### src/rtl/vpu_wb_writer_pkg.sv
// Shared definitions for the VPU write-back writer.
//   VPU_OPERAND_ADDR_WIDTH : default width of a write-back operand address
//   VPU_DATA_WIDTH         : default width of one execute-stage result word
//   wb_state_e             : writer FSM states
package vpu_wb_writer_pkg;

    localparam int VPU_OPERAND_ADDR_WIDTH = 8;
    localparam int VPU_DATA_WIDTH         = 16;

    typedef enum logic [0:0] {
        S_IDLE  = 1'b0,
        S_WRITE = 1'b1
    } wb_state_e;

endpackage

### src/rtl/vpu_wb_writer_if.sv
// Operand-buffer write channel (valid/ready).
//   wr_valid : write request, driven by the writer (master)
//   waddr    : operand address, driven by the writer
//   wdata    : operand data, driven by the writer
//   wr_ready : operand buffer accepts the write (slave)
interface vpu_wb_writer_if
    import vpu_wb_writer_pkg::*;
#(
    parameter int OPERAND_ADDR_WIDTH = VPU_OPERAND_ADDR_WIDTH,
    parameter int DATA_WIDTH         = VPU_DATA_WIDTH
);

    logic                          wr_valid;
    logic [OPERAND_ADDR_WIDTH-1:0] waddr;
    logic [DATA_WIDTH-1:0]         wdata;
    logic                          wr_ready;

    modport master (
        output wr_valid,
        output waddr,
        output wdata,
        input  wr_ready
    );

    modport slave (
        input  wr_valid,
        input  waddr,
        input  wdata,
        output wr_ready
    );

endinterface

### src/rtl/vpu_wb_writer.sv
// VPU write-back writer: pairs the head of the external write-back address
// FIFO (show-ahead read side) with the next execute-stage result and issues
// one operand-buffer write per pair, sustaining one write per cycle.
// Ports:
//   clk, rst_n      : clock, asynchronous active-low reset
//   reset_cmd_i     : synchronous abort/clear (aborts pending write, clears count)
//   addr_empty_i    : address FIFO empty flag
//   addr_rdata_i    : address FIFO head
//   addr_rden_o     : address FIFO pop (always equal to result_ready_o)
//   result_valid_i  : execute result valid
//   result_i        : execute result data
//   result_ready_o  : execute result consumed this cycle
//   wb              : operand-buffer write channel (master side)
//   done_o          : one-cycle pulse per completed write
//   wb_cnt_o        : completed writes since last clear (wraps)
module vpu_wb_writer
    import vpu_wb_writer_pkg::*;
#(
    parameter int OPERAND_ADDR_WIDTH = VPU_OPERAND_ADDR_WIDTH,
    parameter int DATA_WIDTH         = VPU_DATA_WIDTH,
    parameter int CNT_WIDTH          = 8
) (
    input  logic                          clk,
    input  logic                          rst_n,
    input  logic                          reset_cmd_i,
    input  logic                          addr_empty_i,
    input  logic [OPERAND_ADDR_WIDTH-1:0] addr_rdata_i,
    output logic                          addr_rden_o,
    input  logic                          result_valid_i,
    input  logic [DATA_WIDTH-1:0]         result_i,
    output logic                          result_ready_o,
    vpu_wb_writer_if.master               wb,
    output logic                          done_o,
    output logic [CNT_WIDTH-1:0]          wb_cnt_o
);

    wb_state_e                     state_r;
    logic                          wr_valid_r;
    logic [OPERAND_ADDR_WIDTH-1:0] waddr_r;
    logic [DATA_WIDTH-1:0]         wdata_r;
    logic                          done_r;
    logic [CNT_WIDTH-1:0]          wb_cnt_r;

    logic                          pair_avail_s;
    logic                          wr_fire_s;
    logic                          load_s;

    // Handshake decode: a new pair may load when idle or when the current write retires this cycle.
    always_comb begin
        pair_avail_s = 1'b0;
        wr_fire_s    = 1'b0;
        load_s       = 1'b0;
        pair_avail_s = !addr_empty_i && result_valid_i && !reset_cmd_i;
        wr_fire_s    = wr_valid_r && wb.wr_ready;
        // rst_n gating keeps the pop strobe low while reset is held.
        if (rst_n && pair_avail_s && ((state_r == S_IDLE) || wb.wr_ready)) begin
            load_s = 1'b1;
        end else begin
            load_s = 1'b0;
        end
    end

    // Writer FSM with registered write channel, done pulse and completion counter.
    always_ff @(posedge clk or negedge rst_n) begin
        if (!rst_n) begin
            state_r    <= S_IDLE;
            wr_valid_r <= 1'b0;
            waddr_r    <= {OPERAND_ADDR_WIDTH{1'b0}};
            wdata_r    <= {DATA_WIDTH{1'b0}};
            done_r     <= 1'b0;
            wb_cnt_r   <= {CNT_WIDTH{1'b0}};
        end else begin
            // A write handshaking alongside an abort still counts as done.
            done_r <= wr_fire_s;

            if (reset_cmd_i) begin
                wb_cnt_r <= {CNT_WIDTH{1'b0}};
            end else if (wr_fire_s) begin
                wb_cnt_r <= wb_cnt_r + {{(CNT_WIDTH-1){1'b0}}, 1'b1};
            end else begin
                wb_cnt_r <= wb_cnt_r;
            end

            case (state_r)
                S_IDLE: begin
                    if (load_s) begin
                        state_r    <= S_WRITE;
                        wr_valid_r <= 1'b1;
                        waddr_r    <= addr_rdata_i;
                        wdata_r    <= result_i;
                    end else begin
                        state_r    <= S_IDLE;
                        wr_valid_r <= 1'b0;
                    end
                end
                S_WRITE: begin
                    if (reset_cmd_i) begin
                        state_r    <= S_IDLE;
                        wr_valid_r <= 1'b0;
                    end else if (load_s) begin
                        // Back-to-back: retire current write and present the next one.
                        state_r    <= S_WRITE;
                        wr_valid_r <= 1'b1;
                        waddr_r    <= addr_rdata_i;
                        wdata_r    <= result_i;
                    end else if (wr_fire_s) begin
                        state_r    <= S_IDLE;
                        wr_valid_r <= 1'b0;
                    end else begin
                        state_r    <= S_WRITE;
                        wr_valid_r <= 1'b1;
                    end
                end
                default: begin
                    state_r    <= S_IDLE;
                    wr_valid_r <= 1'b0;
                end
            endcase
        end
    end

    assign addr_rden_o    = load_s;
    assign result_ready_o = load_s;
    assign wb.wr_valid    = wr_valid_r;
    assign wb.waddr       = waddr_r;
    assign wb.wdata       = wdata_r;
    assign done_o         = done_r;
    assign wb_cnt_o       = wb_cnt_r;

endmodule

### src/flat_wrapper.sv
// flat-port wrapper written by rule: the top's interface ports become plain ports
module vpu_wb_writer_flat import vpu_wb_writer_pkg::*;
#(
    parameter int OPERAND_ADDR_WIDTH = VPU_OPERAND_ADDR_WIDTH,
    parameter int DATA_WIDTH         = VPU_DATA_WIDTH,
    parameter int CNT_WIDTH          = 8
)
  (clk, rst_n, reset_cmd_i, addr_empty_i, addr_rdata_i, addr_rden_o, result_valid_i, result_i, result_ready_o, done_o, wb_cnt_o, wb_wr_valid, wb_waddr, wb_wdata, wb_wr_ready);
  vpu_wb_writer_if #(.OPERAND_ADDR_WIDTH(OPERAND_ADDR_WIDTH), .DATA_WIDTH(DATA_WIDTH)) wb_i ();
  input  logic clk;
  input  logic rst_n;
  input  logic reset_cmd_i;
  input  logic addr_empty_i;
  input  logic [OPERAND_ADDR_WIDTH-1:0] addr_rdata_i;
  output logic addr_rden_o;
  input  logic result_valid_i;
  input  logic [DATA_WIDTH-1:0] result_i;
  output logic result_ready_o;
  output logic done_o;
  output logic [CNT_WIDTH-1:0] wb_cnt_o;
  output wire logic [$bits(wb_i.wr_valid)-1:0] wb_wr_valid;
  output wire logic [$bits(wb_i.waddr)-1:0] wb_waddr;
  output wire logic [$bits(wb_i.wdata)-1:0] wb_wdata;
  input wire logic [$bits(wb_i.wr_ready)-1:0] wb_wr_ready;
  assign wb_wr_valid = wb_i.wr_valid;
  assign wb_waddr = wb_i.waddr;
  assign wb_wdata = wb_i.wdata;
  assign wb_i.wr_ready = wb_wr_ready;
  vpu_wb_writer #(.OPERAND_ADDR_WIDTH(OPERAND_ADDR_WIDTH), .DATA_WIDTH(DATA_WIDTH), .CNT_WIDTH(CNT_WIDTH)) u_core (.clk(clk), .rst_n(rst_n), .reset_cmd_i(reset_cmd_i), .addr_empty_i(addr_empty_i), .addr_rdata_i(addr_rdata_i), .addr_rden_o(addr_rden_o), .result_valid_i(result_valid_i), .result_i(result_i), .result_ready_o(result_ready_o), .wb(wb_i), .done_o(done_o), .wb_cnt_o(wb_cnt_o));
endmodule
### config.mk
export PLATFORM = sky130hd
export DESIGN_NAME = vpu_wb_writer_flat
export DESIGN_NICKNAME = d
export VERILOG_FILES = /design/src/rtl/vpu_wb_writer_pkg.sv /design/src/rtl/vpu_wb_writer_if.sv /design/src/rtl/vpu_wb_writer.sv /design/src/flat_wrapper.sv
export SDC_FILE = /design/constraint.sdc
export NUM_CORES = 1
export LEC_CHECK = 0
export ABC_AREA = 1
export CAP_MARGIN = 20
export CORE_AREA = 2 2 66 68
export CTS_CLUSTER_DIAMETER = 200
export DETAILED_ROUTE_END_ITERATION = 10
export DIE_AREA = 0 0 68 70
export GPL_TIMING_DRIVEN = 0
export PLACE_DENSITY = 0.72
export SLEW_MARGIN = 40
export SYNTH_ARGS = -nofsm -noshare
export SYNTH_HDL_FRONTEND = slang
export SYNTH_SLANG_ARGS = --single-unit
### constraint.sdc
create_clock -name clk -period 1.2 [get_ports clk]
set_input_delay 0.24 -clock clk [delete_from_list [all_inputs] [get_ports clk]]
set_output_delay 0.24 -clock clk [all_outputs]
set_load 0.005 [all_outputs]
## Word level (Yosys, flattened, before mapping)

Cells that the tools add are included.

| cells by class | value |
|---|---|
| equal/unequal tests | 1 |
| add/sub/neg operators | 1 |
| bitwise logic cells | 1 |
| reduce and logical (&&, ||, !) cells | 9 |
| muxes and demuxes | 14 |

Operator list:

| operator | number |
|---|---|
| 16-bit 2-to-1 mux | 2 |
| 8-bit 2-to-1 mux | 4 |
| 16-bit case mux with 2 select lines | 1 |
| 8-bit case mux with 2 select lines | 1 |
| 8-bit by 1-bit adder with 8-bit output, second input constant | 1 |
| 1-bit logical AND | 5 |
| 1-bit 2-to-1 mux | 5 |
| 1-bit logical NOT | 2 |
| 2-bit != test, second input constant | 1 |
| 1-bit case mux with 2 select lines | 1 |
| 2-bit nonzero test | 1 |
| 1-bit logical OR | 1 |
| 1-bit inverter | 1 |

| word-level totals | value |
|---|---|
| word-level logic and storage cells | 31 |
| flip-flop bits (word level) | 34 |

## Longest topological paths before layout

Gate-level depths: netlist of the first run.

| depth | value |
|---|---|
| depth in word-level cells | 9 |
| gate-level depth with buffers | 7 |
| mapped depth without buffers | 6 |

## Least setup slack after synthesis of the first run

OpenSTA, ideal clock, no wires.

| path | value |
|---|---|
| path type | reg-to-output |
| from | register, netlist name u_core.wb.wr_valid |
| to | output result_ready_o |
| arrival time | 962 ps |
| buffers on the path | 2 |
| stages on the path, launching flop included | 6 |
| required time | 960 ps |
| setup slack | -2 ps |
| cell sequence | dfrtp_1 > nand2_2 > nand3_4 > inv_4 > buf_6 > buf_4 |

RTL lines:

| item | line | RTL |
|---|---|---|
| end: declaration | flat_wrapper.sv:18 | `output logic result_ready_o;` |

==> results of run 1 <==
power groups by stage:
stage               Sequential, mW  Clock, mW  Combinational [mW]
floorplan                     1.42          0               0.160
global placement              1.41          0               0.637
detailed placement            1.40          0               0.662
CTS                           1.38      0.901               0.589
global route                  1.40      0.952               0.721
finish                        1.38      0.873               0.649
flip-flops by register name, indices dropped and copies added (netlist names):
register,cells
u_core.wb.wr_valid,1
u_core.wb.wdata,16
u_core.wb_cnt_o,8
u_core.wb.waddr,8
u_core.done_o,1
area by class of cell:
type / instances / area, um^2 / share of cell area (%)
Sequential cell: 34 / 852.1 / 34.83
Timing Repair Buffer: 90 / 825.8 / 33.76
Multi-Input combinational cell: 118 / 514.2 / 21.02
Clock buffer: 6 / 82.58 / 3.376
Tap cell: 52 / 65.06 / 2.660
Inverter: 13 / 56.30 / 2.302
Buffer: 4 / 37.54 / 1.535
Clock inverter: 2 / 12.51 / 0.5115
synthesized netlist by cell type (all sizes together):
library cell  count
nand4             1
a21oi             5
nand3             6
dfrtp            34
nor2             12
nand2            91
buf               5
inv              13
a22oi             1
ha                1
o21ai             1
through the flow:
stage	instances	setup TNS, ps	setup WS [ps]	instance area (um^2)
2_1_floorplan	170	0	8.362	1440
3_3_place_gp	287	-74280	-2203	2156
3_5_place_dp	288	-13690	-1086	2178
4_1_cts	311	-724.7	-198.1	2361
5_1_grt	319	-1772	-196.4	2446
6_report	319	-383.3	-145.4	2446
how the worst max path moves through the flow:
stage                          end                          from  depth (start not counted)  slack, ps
floorplan           result_ready_o  u_core.wb.wr_valid$_DFF_PN0_                          5          8
global placement    result_ready_o                         rst_n                          8      -2200
detailed placement  result_ready_o                         rst_n                          9      -1090
CTS                 result_ready_o  u_core.wb.wr_valid$_DFF_PN0_                          5       -200
global route        result_ready_o  u_core.wb.wr_valid$_DFF_PN0_                          5       -200
finish              result_ready_o  u_core.wb.wr_valid$_DFF_PN0_                          5       -150
per-layer routing:
| metal | vias up | GRT usage [%] |
|---|---|---|
| li1 | 705 | - |
| met3 | 2 | 4.509 |
| met5 | - | 0 |
| met2 | 42 | 25.89 |
| met4 | 0 | 3.333 |
| met1 | 637 | 20.75 |
cell families (layout without fill, tap and decap cells):
group           count (synthesis)  in the layout  synth area share, %
buf+inv                        18            115                6.515
flops                          34             34                59.08
simple gates                  110            110                30.93
compound gates                  7              7                2.606
fa+ha+maj                       1              1               0.8687
worst reg2reg max path, stage by stage, from the launching register on:
cell and delay, ps:
dfrtp_2 420, buf_4 140, buf_6 110, nand2_1 130
nor2_1 80, o21ai_0 190, nor2_1 60
repair_timing:
action,4_1_cts,5_1_grt
resized for setup,61,14
endpoints found under the setup margin,58,42
hold buffers,2,1
pin swaps,3,1
endpoints found under the hold margin,34,13
setup buffers,14,7
==> summary.md, run 1 <==
| Metric | Value |
|---|---|
| Initial core utilization | 34.75% |
| Most frequent cells in the layout | nand2_1, dfrtp_1, dlygate4sd2_1, clkdlybuf4s50_1, buf_4 |
| DRC | 0 |
| Tcrit/Tclk final | 112.1% |
| CP max-delay cell | dfrtp_2 |
| Critical Path RT | 960 ps |
| P_sw | 0.7384 mW |
| Switching part of the total | 25.46% |
| Total power | 2.900 mW |
| Rows | 24 |
| Worst setup SP type | flop |
| Height of the die | 70 um |
| Nets | 297 |
| Clk_lat worst skew | 280 ps |
| Metal3 WL | 216 um |
| Leading area contributor after synthesis | dfrtp_1 |
| DR WL met2 | 1802 um |
| Worst flop-to-flop path endpoint | u_core.wb_cnt_o[2]$_DFFE_PN0P_ |
| First-pass GRT wire length | 5885 um |
| Pin count of the biggest net entering global routing | 18 |
| Synth Area per Inst | 8.471 um^2 |
| Clock power frac | 30.1% |
| Sink Count | 34 |
| Met1 WL | 1590 um |
| DPL Wire Length | 2439 um |
| Htree depth | 2 |
| Post-synthesis cell type count | 18 |
| Crit path buf inv count | 3 |
| Fmax | 0.7432 GHz |
| Total I/O pin count | 66 |
| Max-cap violations | 0 |
| Utilization after layout | 59.03% |
| IO buf count | 65 |
| Worst-path cell chain | nand2_4 > nand3_4 > inv_8 > buf_6 > buf_6 |
| Launch point of the worst reg-to-reg path | u_core.wb.wr_valid$_DFF_PN0_ |
| GPL Wtd Cong | 0.7405 |
| Remaining global-route overflow | 0 |
| Top cell type's share of synthesized area | 59.08% |
| Final WL | 3627 um |
| Ys Warns | 0 |
| Register bit total from synthesis | 34 |
| Failing checks | negative setup slack |
| Final Hold Viols | 0 |
| Antenna violations before repair | 0 |
| Via count of the first global-routing pass | 1307 |
| CTS tree | built |
| Fill count | 389 |
| Wirelength per Cell | 11.37 um |
| Clk_skew | 4.027 ps |
| WS Path Type | flop to output port |
| Status | finished with violations |
| Fraction of layout instances using a drive strength above 1 | 18.73% |
| Vias per cell | 4.345 |
| Critical path data arrival time | 1110 ps |
| Bufs on Longest Clock Path | 2 |
| Sequential Power Share | 47.5% |
| RSZ-0062 raised after global routing | yes |
| Final Slew Violations | 0 |
| Drt pass-1 iters | 4 |
| VDD IR max | 0.7902 mV |
| DR top layer | met4 |
| Slowest stage delay, CP | 420 ps |
| Slew @ Worst Pin | 396.1 ps |
| CTS clk-pin slew, worst paths | 70 ps |
| Worst-path maximum fanout | 4 |
| Internal | 2.162 mW |
| Commonest non-fill, non-tap cell in the layout | nand2_1 |
| Tmin final | 1345 ps |
| Final WS setup | -145.4 ps |
| Critical Path End Type | output port |
| Synth area leaders | dfrtp_1, nand2_1, inv_1 |
| Cells after Synth | 170 |
| Post-synthesis sequential area ratio | 59.08% |
| Die Width | 68 um |
| Hold WC Path Type | input port to asynchronous set/reset pin |
| Area Overhead vs Synth | 69.85% |
| GRT Overall Usage | 15.86% |
| Reg2reg setup slack | -40 ps |
| Synthesized Nets | 201 |
| Core area | 4144 um^2 |
| Relative slew slack | 73.59% |
| ANT cells | 0 |
| Power per Cell Area | 1186 nW/um^2 |
| Worst hold slack | 54.94 ps |
| Iter 0 DRT Violations | 57 |
| Final setup vio count | 6 |
| R2r worst-path depth | 6 |
| CTS Buf Count | 5 |
| Crit-path most repeated cell | buf_6 |
| Lkg Pwr | 1.333 nW |
| Post-route antenna net violation count | 0 |
| Logic pwr share | 22.4% |
| Die area | 4760 um^2 |
| Crit-path leading delay family | flip-flops |
| Mapped cell area | 1440 um^2 |
| Via count | 1386 |
| Root buffer cell | clkbuf_8 |
Note: power is estimated with default switching activity, not from simulation.
==> inputs of run 2 (changes only) <==
GPL_TIMING_DRIVEN = 1   (was 0)
SETUP_SLACK_MARGIN = 0.3   (was not set)
==> summary.md, run 2 (synthesis results as in run 1) <==
| Metric | Value |
|---|---|
| Slowest stage delay, CP | 430 ps (about the same) |
| DR top layer | met4 |
| Worst-path maximum fanout | 3 (-1) |
| Status | finished with violations |
| Sink Count | 34 (unchanged) |
| Vias per cell | 4.429 (+1.9%) |
| Drt pass-1 iters | 4 (unchanged) |
| Post-Place Setup Slack | -595.9 ps (+489.9 ps) |
| Die area | 4760 um^2 (unchanged) |
| Tmin final | 1305 ps (-40.23 ps) |
| Critical path origin | u_core.wb.wr_valid$_DFF_PN0_ |
| RSZ-0062 raised after global routing | yes |
| Remaining global-route overflow | 0 (unchanged) |
| Layout Cells excl Fill | 333 (+4.4%) |
| DR WL met2 | 2289 um (+27%) |
| Final Hold Viols | 0 (unchanged) |
| R2r worst-path depth | 8 (+2) |
| Critical Path End Type | output port |
| Bufs on Longest Clock Path | 2 (unchanged) |
| Max FFs per register | 16 (unchanged) |
| Crit-path leading delay family | flip-flops |
| Via count of the first global-routing pass | 1403 (+7.3%) |
| Nets | 312 (+5.1%) |
| CTS clk-pin slew, worst paths | 60 ps (about the same) |
| Multi-input gate area | 735.7 um^2 (+43%) |
| Post-Route Setup TNS | -1091 ps (-707.4 ps) |
| Via count | 1475 (+6.4%) |
| Worst setup SP type | flop |
| Die Width | 68 um (unchanged) |
| Register area | 850.8 um^2 (-0.15%) |
| Rows | 24 (unchanged) |
| Hold WC Path Type | input port to asynchronous set/reset pin |
| Tcrit/Tclk final | 108.8% (-3.4 points) |
| Metal3 WL | 259 um (+20%) |
| Utilization after layout | 65.25% (+6.2 points) |
| Crit path buf inv count | 2 (-1) |
| Fin area | 2704 um^2 (+11%) |
| Placed Instances | 296 (+2.8%) |
| Antenna violations before repair | 0 (unchanged) |
| Height of the die | 70 um (unchanged) |
| Sequential Power Share | 47.7% (+0.2 points) |
| Crit path depth | 4 (-1) |
| Switching part of the total | 26.84% (+1.4 points) |
| Post-CTS Hold Buffers | 0 (-2) |
| Final setup vio count | 28 (+22) |
| GRT Overall Usage | 18.20% (+2.3 points) |
| Final WS setup | -105.2 ps (+40.23 ps) |
| Initial core utilization | 34.75% (unchanged) |
| P_sw | 0.7759 mW (+5.1%) |
| DPL Wire Length | 2442 um (+0.11%) |
| WS Path Type | flop to output port |
| Pin count of the biggest net entering global routing | 35 (+17) |
| CTS Buf Count | 5 (unchanged) |
| Final WL | 4352 um (+20%) |
| Fmax | 0.7662 GHz (+3.1%) |
| Final Slew Violations | 0 (unchanged) |
| Relative slew slack | 70.74% (-2.8 points) |
| Total I/O pin count | 66 (unchanged) |
| Most frequent cells in the layout | nand2_1, buf_2, dfrtp_1, buf_4, nand2_2 |
| IO buf count | 65 (unchanged) |
| Power per Cell Area | 1069 nW/um^2 (-9.8%) |
| Lkg Pwr | 1.441 nW (+8.1%) |
| Critical Path RT | 960 ps (about the same) |
| Met1 WL | 1765 um (+11%) |
| CP Capture Point | addr_rden_o |
| ANT cells | 0 (unchanged) |
| Slew @ Worst Pin | 438.9 ps (+42.71 ps) |
| Post-route antenna net violation count | 0 (unchanged) |
| CP max-delay cell | dfrtp_1 |
| DRC | 0 (unchanged) |
| Wirelength per Cell | 13.07 um (+15%) |
| First-pass GRT wire length | 6575 um (+12%) |
| CTS tree | built |
| Fill count | 349 (-10%) |
| Core area | 4144 um^2 (unchanged) |
| Commonest non-fill, non-tap cell in the layout | nand2_1 |
| GPL Wtd Cong | 0.8061 (+8.9%) |
| Launch point of the worst reg-to-reg path | u_core.wb.wr_valid$_DFF_PN0_ |
| Root buffer cell | clkbuf_8 |
| Iter 0 DRT Violations | 78 (+37%) |
| Clk_skew | 3.232 ps (-0.7955 ps) |
| Worst-path cell chain | nand2_4 > nand3_4 > inv_4 > buf_6 |
| DP Area | 2231 um^2 (+2.4%) |
| Fraction of layout instances using a drive strength above 1 | 51.25% (+33 points) |
| Max-cap violations | 0 (unchanged) |
| Htree depth | 2 (unchanged) |
| Area Overhead vs Synth | 87.75% |
| Critical path data arrival time | 1070 ps (-40 ps) |
| Reg2reg setup slack | -60 ps (-20 ps) |
| Clock power frac | 27.1% (-3.0 points) |
| Internal | 2.115 mW (-2.2%) |
| Logic pwr share | 25.2% (+2.8 points) |
| Clk_lat worst skew | 280 ps (about the same) |
| VDD IR max | 0.6600 mV (-16%) |
| Failing checks | negative setup slack |
| Worst flop-to-flop path endpoint | u_core.wb.wdata[0]$_DFFE_PN0P_ |
[run 2: final cells by class]
cell class,instances,share of cell area (%)
Inverter,13,1.990
Clock buffer,7,2.823
Multi-Input combinational cell,118,27.21
Timing Repair Buffer,109,34.10
Tap cell,52,2.406
Sequential cell,34,31.47
[run 2: worst min-delay path by stage]
stage / slack, ps / to / startpoint / cells after the start
floorplan: -60 / u_core.done_o$_DFF_PN0_ / rst_n / 0
global placement: 340 / u_core.done_o$_DFF_PN0_ / rst_n / 2
detailed placement: 330 / u_core.done_o$_DFF_PN0_ / rst_n / 2
CTS: 30 / u_core.done_o$_DFF_PN0_ / rst_n / 2
global route: 50 / u_core.done_o$_DFF_PN0_ / rst_n / 2
finish: 20 / u_core.done_o$_DFF_PN0_ / rst_n / 2
[run 2: routing by layer]
metal,vias to the layer above,GRT usage (%)
li1,743,-
met1,681,22.55
met2,47,30.85
met3,4,4.348
met4,0,5.333
met5,-,0
[run 2: worst reg2reg max path, delay by kind of cell (launching register included)]
family | cells | cell delay [ps]
buffers and inverters | 4 | 470
DFF | 1 | 420
and+or+nand+nor | 4 | 260
[run 2: what timing repair did]
| action | in CTS | in global routing |
|---|---|---|
| pin swaps | 11 | 13 |
| setup endpoints to repair | 69 | 70 |
| gates cloned | 0 | 3 |
| setup buffers | 17 | 10 |
| gates resized for setup | 190 | 42 |
[run 2: metrics by stage]
| step | hold slack (ps) | power, mW |
|---|---|---|
| 3_5_place_dp | 334.1 | 2.070 |
| 4_1_cts | 25.83 | 2.780 |
| 3_3_place_gp | 339.2 | 2.057 |
| 5_1_grt | 49.46 | 3.053 |
| 6_report | 16.78 | 2.891 |
| 2_1_floorplan | -55.59 | 1.580 |
[run 2: power by group through the flow]
stage | clock [mW] | combinational, mW | sequential (mW)
2_1_floorplan | 0 | 0.161 | 1.42
3_3_place_gp | 0 | 0.655 | 1.40
3_5_place_dp | 0 | 0.669 | 1.40
4_1_cts | 0.805 | 0.597 | 1.38
5_1_grt | 0.858 | 0.793 | 1.40
6_report | 0.784 | 0.727 | 1.38
